[src/rtl/rgb_pwm_sink.sv]
// rgb_pwm_sink: buffers RGB colour commands in a small FIFO and plays each on an active-low LED via PWM.
// Optional build macro RGB_PWM_GAMMA_EN squares each channel value (c*c >> PWM_BITS) at load time.

module rgb_pwm_sink #(
  parameter int PWM_BITS   = 8,
  parameter int TICK_DIV   = 12000,
  parameter int FIFO_DEPTH = 4,
  parameter int HOLD_BITS  = 16
) (
  input  logic                 clk,
  input  logic                 rst,
  input  logic                 in_valid,
  output logic                 in_ready,
  input  logic [PWM_BITS-1:0]  in_r,
  input  logic [PWM_BITS-1:0]  in_g,
  input  logic [PWM_BITS-1:0]  in_b,
  input  logic [HOLD_BITS-1:0] in_hold_ms,
  output logic                 RGB_R,
  output logic                 RGB_G,
  output logic                 RGB_B,
  output logic                 busy,
  output logic                 frame_done
);

  localparam int PRESC_W = (TICK_DIV > 1) ? $clog2(TICK_DIV) : 1;
  localparam int PTR_W   = (FIFO_DEPTH > 1) ? $clog2(FIFO_DEPTH) : 1;
  localparam int ENTRY_W = 3 * PWM_BITS + HOLD_BITS;
  localparam logic [PRESC_W-1:0] PRESC_MAX = PRESC_W'(TICK_DIV - 1);
  localparam logic [PTR_W:0]     COUNT_FULL = (PTR_W + 1)'(FIFO_DEPTH);

  typedef enum logic [1:0] {S_IDLE, S_LOAD, S_SHOW} state_t;

  logic [ENTRY_W-1:0]  mem_q [FIFO_DEPTH];
  logic [PTR_W-1:0]    wr_ptr_q, wr_ptr_d, rd_ptr_q, rd_ptr_d;
  logic [PTR_W:0]      count_q, count_d;
  state_t              state_q, state_d;
  logic [2:0][PWM_BITS-1:0] duty_q, duty_d;
  logic [PWM_BITS-1:0] pwm_q, pwm_d;
  logic [PRESC_W-1:0]  presc_q, presc_d;
  logic [HOLD_BITS-1:0] hold_q, hold_d;
  logic [2:0]          rgb_q, rgb_d;
  logic                frame_done_q, frame_done_d;

  logic                push, pop, full, empty, tick;
  logic [ENTRY_W-1:0]  head;
  logic [PWM_BITS-1:0] head_c    [3];
  logic [PWM_BITS-1:0] head_duty [3];
  logic [HOLD_BITS-1:0] head_hold;

  assign full  = (count_q == COUNT_FULL);
  assign empty = (count_q == '0);
  assign push  = in_valid && !full;
  assign pop   = (state_q == S_LOAD);
  assign tick  = (presc_q == PRESC_MAX);

  // Entries are packed {r, g, b, hold}; channel index 0 is red.
  assign head      = mem_q[rd_ptr_q];
  assign head_hold = head[HOLD_BITS-1:0];

  for (genvar gi = 0; gi < 3; gi++) begin : g_ch
    assign head_c[gi] = head[HOLD_BITS + (2 - gi) * PWM_BITS +: PWM_BITS];
`ifdef RGB_PWM_GAMMA_EN
    assign head_duty[gi] = PWM_BITS'(({PWM_BITS'(0), head_c[gi]} * {PWM_BITS'(0), head_c[gi]}) >> PWM_BITS);
`else
    assign head_duty[gi] = head_c[gi];
`endif
  end

  always_ff @(posedge clk) begin
    if (push) begin
      mem_q[wr_ptr_q] <= {in_r, in_g, in_b, in_hold_ms};
    end
  end

  always_comb begin
    wr_ptr_d     = wr_ptr_q;
    rd_ptr_d     = rd_ptr_q;
    count_d      = count_q;
    state_d      = state_q;
    duty_d       = duty_q;
    pwm_d        = pwm_q;
    presc_d      = presc_q;
    hold_d       = hold_q;
    rgb_d        = rgb_q;
    frame_done_d = 1'b0;

    if (push) wr_ptr_d = wr_ptr_q + 1'b1;
    if (pop)  rd_ptr_d = rd_ptr_q + 1'b1;
    if (push && !pop)      count_d = count_q + 1'b1;
    else if (!push && pop) count_d = count_q - 1'b1;

    case (state_q)
      S_IDLE: begin
        rgb_d = 3'b111;
        if (!empty) state_d = S_LOAD;
      end
      S_LOAD: begin
        // Outputs hold their last value here so back-to-back frames show no dark gap.
        for (int i = 0; i < 3; i++) duty_d[i] = head_duty[i];
        hold_d  = (head_hold == '0) ? HOLD_BITS'(1) : head_hold;
        pwm_d   = '0;
        presc_d = '0;
        state_d = S_SHOW;
      end
      S_SHOW: begin
        pwm_d   = pwm_q + 1'b1;
        presc_d = tick ? '0 : presc_q + 1'b1;
        for (int i = 0; i < 3; i++) rgb_d[i] = ~(pwm_q < duty_q[i]);
        if (tick) begin
          if (hold_q == HOLD_BITS'(1)) begin
            frame_done_d = 1'b1;
            if (empty) begin
              state_d = S_IDLE;
              rgb_d   = 3'b111;
            end else begin
              state_d = S_LOAD;
            end
          end else begin
            hold_d = hold_q - 1'b1;
          end
        end
      end
      default: begin
        state_d = S_IDLE;
        rgb_d   = 3'b111;
      end
    endcase
  end

  always_ff @(posedge clk) begin
    if (rst) begin
      wr_ptr_q     <= '0;
      rd_ptr_q     <= '0;
      count_q      <= '0;
      state_q      <= S_IDLE;
      duty_q       <= '0;
      pwm_q        <= '0;
      presc_q      <= '0;
      hold_q       <= '0;
      rgb_q        <= 3'b111;
      frame_done_q <= 1'b0;
    end else begin
      wr_ptr_q     <= wr_ptr_d;
      rd_ptr_q     <= rd_ptr_d;
      count_q      <= count_d;
      state_q      <= state_d;
      duty_q       <= duty_d;
      pwm_q        <= pwm_d;
      presc_q      <= presc_d;
      hold_q       <= hold_d;
      rgb_q        <= rgb_d;
      frame_done_q <= frame_done_d;
    end
  end

  assign in_ready   = !full;
  assign busy       = (state_q != S_IDLE) || !empty;
  assign frame_done = frame_done_q;
  assign RGB_R      = rgb_q[0];
  assign RGB_G      = rgb_q[1];
  assign RGB_B      = rgb_q[2];

endmodule

[config.mk]
export PLATFORM = sky130hd
export DESIGN_NAME = rgb_pwm_sink
export DESIGN_NICKNAME = d
export VERILOG_FILES = /design/src/rtl/rgb_pwm_sink.sv
export SDC_FILE = /design/constraint.sdc
export NUM_CORES = 1
export LEC_CHECK = 0
export ABC_CLOCK_PERIOD_IN_PS = 4300
export BUFFER_PORTS_ARGS = -buffer_cell sky130_fd_sc_hd__buf_2
export CELL_PAD_IN_SITES_DETAIL_PLACEMENT = 1
export CELL_PAD_IN_SITES_GLOBAL_PLACEMENT = 2
export CORE_MARGIN = 10
export CORE_UTILIZATION = 48
export DETAILED_ROUTE_END_ITERATION = 16
export PLACE_DENSITY_LB_ADDON = 0.1
export RECOVER_POWER = 100
export SETUP_SLACK_MARGIN = 0.3
export SLEW_MARGIN = 40
export SYNTH_ARGS = -nofsm -noshare
export SYNTH_HDL_FRONTEND = slang
export SYNTH_SLANG_ARGS = --single-unit
[constraint.sdc]
create_clock -name clk -period 4.3 [get_ports clk]
set_input_delay 0.215 -clock clk [delete_from_list [all_inputs] [get_ports clk]]
set_output_delay 0.215 -clock clk [all_outputs]
set_load 0.05 [all_outputs]
==> metrics.cfg, run 1 <==
[grt]
overflow=0
grt_usage_pct=17.6
grt_pass1_vias=6509
grt_pass1_wl_um=36700
antenna_found_initial=0
grt_max_degree=60

[worst_setup_path]
crit_path_end_kind=flop
r2r_end=mem_q[0][20]
r2r_setup_slack_ns=0.98
endpoint=mem_q[0][20]
startpoint=count_q[0]
worstSetupPathType=reg -> reg
critPathMaxFanout=24
reg2reg_depth=4
r2r_start=count_q[0]
cp.required_ns=4.43
worstSetupStartpointType=flop
arrival_ns=3.46

[logic_synthesis]
synth.cell_area_um2=9840
synth_nets=764
synth.top_cell.area_share_pct=48.8
async_flop_share_pct=0
synth_edf_count=160
ys_top_cells_by_area=edfxtp_1 49%, dfxtp_1 16%, mux4_2 9.2%
synthCells=686
synth.most_common_cell=edfxtp_1
ys_ff_latch=237
synth_top_flop_cell=edfxtp_1
synthTopCellsByCount=160 x edfxtp_1, 77 x dfxtp_1, 76 x nor2_1, 40 x mux4_2, 34 x ha_1
ys_warn_count=0
yosysSeqAreaShare_pct=64.5
yosysUniqueCellTypes=43
synth.largest_area_cell=edfxtp_1
postSynthAreaPerCell_um2=14.3

[clock_network]
h-tree-depth=1
clockBufferDepth=3
cts_buffers=26
cts_tree=built
clock_sinks=237
hold_buffers=40
cts_resized=0
root_buffer=clkbuf_16
post-cts-setup-buffers=0
insertion_delay_ns=0.54
clk_pin_slew_ns=0.06

[layout]
area_delta_synth_final_pct=17.3
fillerInstances=1936
drive_gt1_share_pct=10.5
fin_util_pct=57.2
fin_nets=861
antennaDiodeCount=0

[power_and_ir_drop]
peakVddDrop_mv=0.408
power_density_nw_per_um2=627
p_total_mw=7.23
p_leak_nw=4.00

[hold_path]
min_from=rst
min_path_type=in -> reg

[route]
wl_per_cell_um=21.4
drtAntennaViolNets=0
drt_iter0_drc=249
totalWireLength_um=22900
vias=5887
drc_errors=0
avgViaCountPerCell=5.49
detail_route.first_pass.iterations=4

[floorplan]
ios=49
fp-row-count=52
die_y_um=163
die_area_um2=26600
die_x_um=163
initial_core_util_pct=48.8
coreArea_um2=20200

[timing]
rsz0062_at_grt=no
relSlewSlack_pct=-17.3
finClkSkew_ns=0.0211
final_hold_viol_count=0
period_share_pct=77.2
max_freq_mhz=301
finalSetupViolations=0
worst_slack_ns=0.978
setup_tns_ns=0
period_minus_slack_ns=3.32
max_slew.worst_pin.slew_ns=1.76
slew_violations=75

[status]
violations=max-capacitance violations, max-slew violations
status=finished, violations left

[placed_design]
gp_congestion=0.882
dp_hpwl_um=14800
dpl_worst_slack_ns=1.55
port_buffers=48

[job]
drv_cap=4

==> cell families after synthesis <==
family	synth area share, %
flops	64.5
simple gates	8.75
compound gates	5.18
mux	12.2
buf+inv	2.30
fa+ha+maj	4.53
xor+xnor	2.49
==> how the worst min path moves through the flow <==
stage | cells after the start | slack (ns) | to
6_report | 2 | 0.20 | duty_q[0]
2_1_floorplan | 0 | 0.31 | mem_q[0][0]
3_3_place_gp | 1 | 0.42 | mem_q[0][35]
3_5_place_dp | 1 | 0.43 | mem_q[3][36]
4_1_cts | 2 | 0.18 | duty_q[0]
5_1_grt | 2 | 0.21 | duty_q[19]
==> layout make-up <==
cell class	instances	area, um^2	share of cell area [%]
flip-flops and latches	237	6350	55.0
multi-input cells	391	3250	28.2
clock buffers	31	679	5.89
repair buffers	95	621	5.38
well taps	270	338	2.93
clock inverters	17	180	1.56
inverters	32	120	1.04
==> metal layers <==
metal	global-route usage [%]	wire length [um]
met1	22.3	9880
met2	30.7	11700
met3	3.22	915
met4	3.85	387
met5	0	0
==> layout by cell type (no fill, tap or decap), types with 5 or more instances in the layout <==
cell / instances
or3_1: 8
mux4_2: 40
and3_1: 9
nor4_1: 7
mux2i_1: 29
dlygate4sd3_1: 40
clkbuf_16: 26
nor3_1: 5
or4_1: 5
xor2_1: 18
a211oi_1: 13
nand2b_1: 9
inv_1: 32
clkbuf_1: 54
nor2_1: 76
xnor2_1: 10
o21ai_0: 23
edfxtp_1: 160
nand4_1: 12
dfxtp_1: 76
a21o_1: 14
a21oi_1: 17
ha_1: 34
nand2_1: 32
nand3_1: 8
clkinv_1: 8
==> power breakdown <==
| part | internal [mW] | switching (mW) | leakage [nW] |
|---|---|---|---|
| Combinational | 0.845 | 1.14 | 1.50 |
| Sequential | 2.79 | 0.244 | 2.09 |
| Clock | 1.31 | 0.901 | 0.411 |
| Total | 4.95 | 2.29 | 4.00 |
==> critical path, cell delays in order (launching register included) <==
cell and delay (ns):
dfxtp_1 0.44, nor2_1 0.09, nand2_1 0.17, and3_1 0.88, clkbuf_1 1.33
==> sequential cells by signal (all words and copies together) (netlist names), named ones only <==
signal / flops
mem_q: 160
hold_q: 16
rd_ptr_q: 2
rgb_q: 3
count_q: 3
pwm_q: 8
wr_ptr_q: 2
frame_done: 1
duty_q: 24
presc_q: 14
state_q: 2
==> stage by stage <==
stage          std cells  area (um^2)  hold slack (ns)
2_1_floorplan        686         9840            0.314
3_3_place_gp         985        10400            0.423
3_5_place_dp         985        10400            0.430
4_1_cts             1073        11600            0.180
5_1_grt             1073        11500            0.215
6_report            1073        11500            0.197
Power figures use the tool's default switching activity.
==> run 2, diff against run 1 <==
ABC_CLOCK_PERIOD_IN_PS = 3200   (was 4300)
CORE_UTILIZATION = 44   (was 48)
clock period = 3.2 ns   (was 4.3 ns; I/O delays follow)
==> run 2 against run 1 <==
  * The run now ends clean
  * Register-to-register slack got worse by 0.56 ns
  * Count of clock-buffer cells in the layout unchanged
  * Routed wire length decreased by 6.2%
  * Maximum frequency increased by 19%
  * Total power increased by 36%
  * Clock skew increased by 0.0046 ns
  * Critical path type unchanged
  * Largest cell class unchanged
==> metrics.cfg, run 2 (same netlist as run 1, synthesis figures left out) <==
[route]
avgViaCountPerCell=5.36  ; was 5.49
drt_iter0_drc=316  ; was 249
vias=5835  ; was 5887
maxUsedRoutingLayer=met4  ; unchanged
detail_route.first_pass.iterations=4  ; unchanged
drtAntennaViolNets=0  ; unchanged
totalWireLength_um=21500  ; was 22900 um
drc_errors=0  ; unchanged
wl_per_cell_um=19.8  ; was 21.4 um
dr_wl_met2_um=10700  ; was 11700 um
wl_met1_um=9800  ; was 9880 um
wl_met3_um=711  ; was 915 um

[worst_setup_path]
arrival_ns=3.16  ; was 3.46 ns
worstSetupPathType=reg -> reg  ; unchanged
reg2reg_depth=6  ; was 4
r2r_end=hold_q[5]  ; was mem_q[0][20]
r2r_start=presc_q[5]  ; was count_q[0]
crit_path_end_kind=flop  ; unchanged
r2r_setup_slack_ns=0.42  ; was 0.98 ns
worstSetupStartpointType=flop  ; unchanged
critPathMaxFanout=14  ; was 24
cp.required_ns=3.58  ; was 4.43 ns

[timing]
slew_violations=0  ; was 75
setup_tns_ns=0  ; unchanged
max_freq_mhz=360  ; was 301 MHz
finClkSkew_ns=0.0257  ; was 0.0211 ns
hold_ws_ns=0.132  ; was 0.197 ns
max_slew.worst_pin.slew_ns=1.33  ; was 1.76 ns
rsz0062_at_grt=no  ; unchanged
relSlewSlack_pct=11.1  ; was -17.3%
period_minus_slack_ns=2.78  ; was 3.32 ns
final_hold_viol_count=0  ; unchanged
period_share_pct=86.9  ; was 77.2%
finalSetupViolations=0  ; unchanged

[grt]
overflow=0  ; unchanged
antenna_found_initial=1  ; was 0
grt_usage_pct=15.0  ; was 17.6%
grt_pass1_wl_um=35100  ; was 36700 um
grt_max_degree=60  ; unchanged
grt_pass1_vias=6343  ; was 6509

[hold_path]
min_path_type=in -> reg  ; unchanged
min_from=rst  ; unchanged
holdPathStages=2  ; unchanged
hold_end=duty_q[11]  ; was duty_q[0]

[layout]
final_common_cell=edfxtp_1  ; unchanged
largest_registers=mem_q (160), duty_q (24), hold_q (16)  ; unchanged
layout_common_cells=160 x edfxtp_1, 76 x nor2_1, 76 x dfxtp_1, 56 x clkbuf_1  ; was 160 x edfxtp_1, 76 x nor2_1, 76 x dfxtp_1, 54 x clkbuf_1
drive_gt1_share_pct=11.4  ; was 10.5%
largest_reg_flops=160  ; unchanged
area_delta_synth_final_pct=18.2  ; was 17.3%
top_register=mem_q  ; unchanged
fin_nets=866  ; was 861
stdcell_count=1089  ; was 1073

[floorplan]
coreArea_um2=21900  ; was 20200 um^2
ios=49  ; unchanged
die_y_um=170  ; was 163 um
die_x_um=170  ; was 163 um
fp-row-count=54  ; was 52
initial_core_util_pct=44.9  ; was 48.8%
die_area_um2=28700  ; was 26600 um^2

[clock_network]
clk_pin_slew_ns=0.06  ; about the same
cts_tree=built  ; unchanged
h-tree-depth=1  ; unchanged
clockBufferDepth=3  ; unchanged
root_buffer=clkbuf_16  ; unchanged
cts_buffers=26  ; unchanged
insertion_delay_ns=0.55  ; was 0.54 ns
clock_sinks=237  ; unchanged

[placed_design]
dp_cells=1000  ; was 985
port_buffers=48  ; unchanged
dp_hpwl_um=14300  ; was 14800 um
gp_congestion=0.781  ; was 0.882

[power_and_ir_drop]
p_leak_nw=4.05  ; was 4.00 nW
peakVddDrop_mv=0.492  ; was 0.408 mV
power_density_nw_per_um2=843  ; was 627 nW/um^2

[status]
status=finished, final reports clean  ; was finished, violations left

[job]
drv_cap=0  ; was 4

-- run 2: worst max-delay path, stage by stage (launching register included) --
cell	delay, ns
dfxtp_1	0.35
or4b_1	0.52
or4_1	0.63
a311o_2	0.49
or3_1	0.38
o211ai_1	0.17
a21oi_1	0.09
-- run 2: layout make-up --
class	count	area (um^2)
Clock inverter	17	229
Timing Repair Buffer	100	649
Sequential cell	237	6350
Multi-Input combinational cell	391	3260
Tap cell	280	350
Fill cell	2185	10300
Clock buffer	31	669
Inverter	32	120
Antenna cell	1	2.50
-- run 2: power by group --
part	switching, mW	internal [mW]	total, mW
sequential	0.329	3.75	4.08
combinational	1.49	1.14	2.63
clock	1.20	1.90	3.10
-- run 2: worst max path at each step --
stage | start | to | slack, ns | depth (start not counted)
3_5_place_dp | presc_q[5] | hold_q[5] | 0.50 | 6
5_1_grt | flop | hold_q[0] | 0.22 | 6
4_1_cts | presc_q[5] | hold_q[5] | 0.48 | 6
3_3_place_gp | presc_q[5] | hold_q[3] | 0.52 | 6
6_report | presc_q[5] | hold_q[5] | 0.42 | 6
2_1_floorplan | count_q[0] | count_q[2] | 0.73 | 10
-- run 2: timing repair --
| item | CTS | global route |
|---|---|---|
| buffers inserted | 0 | 0 |
| resized for setup | 0 | 0 |
| hold buffers | 40 | 0 |
| endpoints found under the hold margin | 160 | 0 |
-- run 2: through the flow --
step | util [%] | instance area (um^2) | total power, mW | setup slack, ns
after global placement | 47.7 | 10400 | 6.70 | 0.518
after CTS | 53.6 | 11700 | 9.99 | 0.479
final | 53.1 | 11600 | 9.80 | 0.419
after global routing | 53.1 | 11600 | 10.4 | 0.219
after floorplan | - | 9840 | 6.03 | 0.727
after detailed placement | 47.7 | 10400 | 6.80 | 0.501
-- run 2: routing by layer --
layer	global-route usage [%]	vias up
li1	-	2786
met5	0	-
met4	3.19	0
met1	19.6	2957
met2	25.6	66
met3	2.76	26
==> run 3, diff against run 2 <==
CELL_PAD_IN_SITES_DETAIL_PLACEMENT = default   (was 1)
CELL_PAD_IN_SITES_GLOBAL_PLACEMENT = default   (was 2)
CORE_UTILIZATION = 61   (was 44)
MAX_ROUTING_LAYER = met4   (was default)
PLACE_DENSITY = 0.79   (was default)
PLACE_DENSITY_LB_ADDON = default   (was 0.1)
SLEW_MARGIN = 20   (was 40)
==> run 3 against run 2 <==
  * The flow now finishes with violations (max-capacitance violations, max-slew violations)
  * Via count is 3.5% higher
  * Register-to-register slack is essentially flat
  * Critical path depth unchanged
  * Worst setup slack got worse by 0.0042 ns
  * Sequential share of layout area rose by 0.44 points
  * Maximum frequency is 0.15% lower
  * Total power fell by 0.83%
  * Combinational power barely moved
  * Worst hold slack got worse by 0.028 ns
  * Cell area shrank 0.77%
  * Global-route usage grew 4.3 points
  * Critical path type unchanged
==> metrics.cfg, run 3 (same netlist as run 1, synthesis figures left out) <==
[status]
status=finished, violations left  ; was finished, final reports clean
violations=max-capacitance violations, max-slew violations

[clock_network]
clockBufferDepth=3  ; unchanged
insertion_delay_ns=0.52  ; was 0.55 ns
cts_resized=0  ; unchanged
h-tree-depth=1  ; unchanged
root_buffer=clkbuf_16  ; unchanged
hold_buffers=40  ; unchanged
post-cts-setup-buffers=0  ; unchanged
cts_buffers=25  ; was 26
cts_tree=built  ; unchanged
clock_sinks=237  ; unchanged
clk_pin_slew_ns=0.06  ; about the same

[floorplan]
die_x_um=147  ; was 170 um
coreArea_um2=15800  ; was 21900 um^2
die_area_um2=21600  ; was 28700 um^2
ios=49  ; unchanged
initial_core_util_pct=62.1  ; was 44.9%
die_y_um=147  ; was 170 um
fp-row-count=46  ; was 54

[timing]
relSlewSlack_pct=-4.89  ; was 11.1%
setup_tns_ns=0  ; unchanged
finClkSkew_ns=0.0154  ; was 0.0257 ns
rsz0062_at_grt=no  ; unchanged
finalSetupViolations=0  ; unchanged
max_slew.worst_pin.slew_ns=1.57  ; was 1.33 ns
max_freq_mhz=359  ; was 360 MHz
period_minus_slack_ns=2.79  ; was 2.78 ns
period_share_pct=87.0  ; was 86.9%
slew_violations=73  ; was 0
final_hold_viol_count=0  ; unchanged

[worst_setup_path]
worstSetupStartpointType=flop  ; unchanged
crit_chain=or4b_1, or4_1, a311o_1, or3_1, o211ai_1, a21oi_1  ; was or4b_1, or4_1, a311o_2, or3_1, o211ai_1, a21oi_1
cp.required_ns=3.59  ; was 3.58 ns
max_stage_delay_ns=0.61  ; was 0.63 ns
critPathMaxFanout=14  ; unchanged
path_buf_inv=0  ; unchanged
crit_path_end_kind=flop  ; unchanged
arrival_ns=3.17  ; was 3.16 ns
worstSetupPathType=reg -> reg  ; unchanged
cpLargestDelayFamily=simple AND/OR/NAND/NOR gates  ; unchanged
cp_slowest_cell=or4_1  ; unchanged

[power_and_ir_drop]
seq_power_share_pct=42.1  ; was 41.6%
peakVddDrop_mv=0.808  ; was 0.492 mV
power.switching_mw=2.98  ; was 3.01 mW
p_int_mw=6.74  ; was 6.79 mW
p_leak_nw=4.02  ; was 4.05 nW
combPwrFrac_pct=27.1  ; was 26.8%
clock_power_share_pct=30.8  ; was 31.6%
p_total_mw=9.72  ; was 9.80 mW
switching_share_pct=30.7  ; was 30.8%
power_density_nw_per_um2=843  ; about the same

[grt]
grt_max_degree=60  ; unchanged
met3_usage_pct=3.01  ; was 2.76%
grtUsageMet1_pct=24.8  ; was 19.6%
grt_pass1_wl_um=33200  ; was 35100 um
antenna_found_initial=0  ; was 1
overflow=0  ; unchanged
grt_usage_pct=19.3  ; was 15.0%
use_met2_pct=31.2  ; was 25.6%
busiest_layer=met2  ; unchanged
grt_pass1_vias=6337  ; was 6343

[placed_design]
dpl_cell_area_um2=10300  ; was 10400 um^2
gp_congestion=0.863  ; was 0.781
dp_hpwl_um=12600  ; was 14300 um
port_buffers=48  ; unchanged

[route]
drtAntennaViolNets=0  ; unchanged
wl_per_cell_um=19.7  ; was 19.8 um
detail_route.first_pass.iterations=5  ; was 4
avgViaCountPerCell=5.90  ; was 5.36
drt_iter0_drc=427  ; was 316
drc_errors=0  ; unchanged
totalWireLength_um=20200  ; was 21500 um
vias=6038  ; was 5835

[layout]
largest_registers=mem_q (160), duty_q (24), hold_q (16)  ; unchanged
layout_common_cells=160 x edfxtp_1, 76 x nor2_1, 75 x dfxtp_1, 55 x clkbuf_1  ; was 160 x edfxtp_1, 76 x nor2_1, 76 x dfxtp_1, 56 x clkbuf_1
largest_reg_flops=160  ; unchanged
final_common_cell=edfxtp_1  ; unchanged
drive_gt1_share_pct=12.3  ; was 11.4%
area_delta_synth_final_pct=17.3  ; was 18.2%
seq_area_um2=6350  ; about the same
fillerInstances=1029  ; was 2185
fin_nets=867  ; was 866
multi_input_area_um2=3270  ; was 3260 um^2
antennaDiodeCount=0  ; was 1
fin_area_um2=11500  ; was 11600 um^2
top_register=mem_q  ; unchanged

[hold_path]
min_path_type=in -> reg  ; unchanged

[job]
drv_cap=3  ; was 0

[run 3: changes by cell type in the layout (fill, tap and decap cells not counted), sizes merged]
cell / before / now
inv: 32 / 34
diode: 1 / 0
clkbuf: 85 / 82
clkinvlp: 0 / 5
clkinv: 12 / 7
[run 3: stage by stage]
step | utilization (%) | cells | hold slack [ns] | setup slack (ns)
2_1_floorplan | - | 686 | 0.259 | 0.727
3_3_place_gp | 65.4 | 937 | 0.369 | 0.567
3_5_place_dp | 65.4 | 937 | 0.375 | 0.522
4_1_cts | 73.4 | 1022 | 0.166 | 0.509
5_1_grt | 72.9 | 1023 | 0.116 | 0.213
6_report | 72.9 | 1023 | 0.104 | 0.415
[run 3: final timing paths]
check / startpoint / end / slack [ns] / cells past startpoint
worst max-delay path: presc_q[5] / hold_q[3] / 0.41 / 6
worst min-delay path: rst / wr_ptr_q[0] / 0.10 / 2
worst min register to register: presc_q[13] / presc_q[13] / 0.48 / 1
worst max register to register: presc_q[5] / hold_q[3] / 0.41 / 6
[run 3: power groups by stage]
stage	combinational (mW)	sequential (mW)	clock, mW
3_3_place_gp	2.45	4.09	0
6_report	2.63	4.10	2.99
3_5_place_dp	2.58	4.13	0
2_1_floorplan	2.04	4.00	0
5_1_grt	2.89	4.15	3.18
4_1_cts	2.65	4.08	3.05
[run 3: worst register-to-register path, stage by stage, from the launching register on]
cell and delay [ns]:
dfxtp_1 0.35, or4b_1 0.51, or4_1 0.61, a311o_1 0.51, or3_1 0.41, o211ai_1 0.17
a21oi_1 0.10
[run 3: area by class of cell]
type,instances,area share [%]
Clock buffer,26,5.45
Clock inverter,19,2.06
Inverter,32,1.04
Multi-Input combinational cell,391,28.3
Sequential cell,237,55.0
Tap cell,216,2.34
Timing Repair Buffer,102,5.77
[run 3: layer usage]
layer / part of all wire (%) / wire length, um
met5: 0 / 0
met3: 5.4 / 1100
met2: 49 / 9990
met4: 2.1 / 421
met1: 43 / 8680
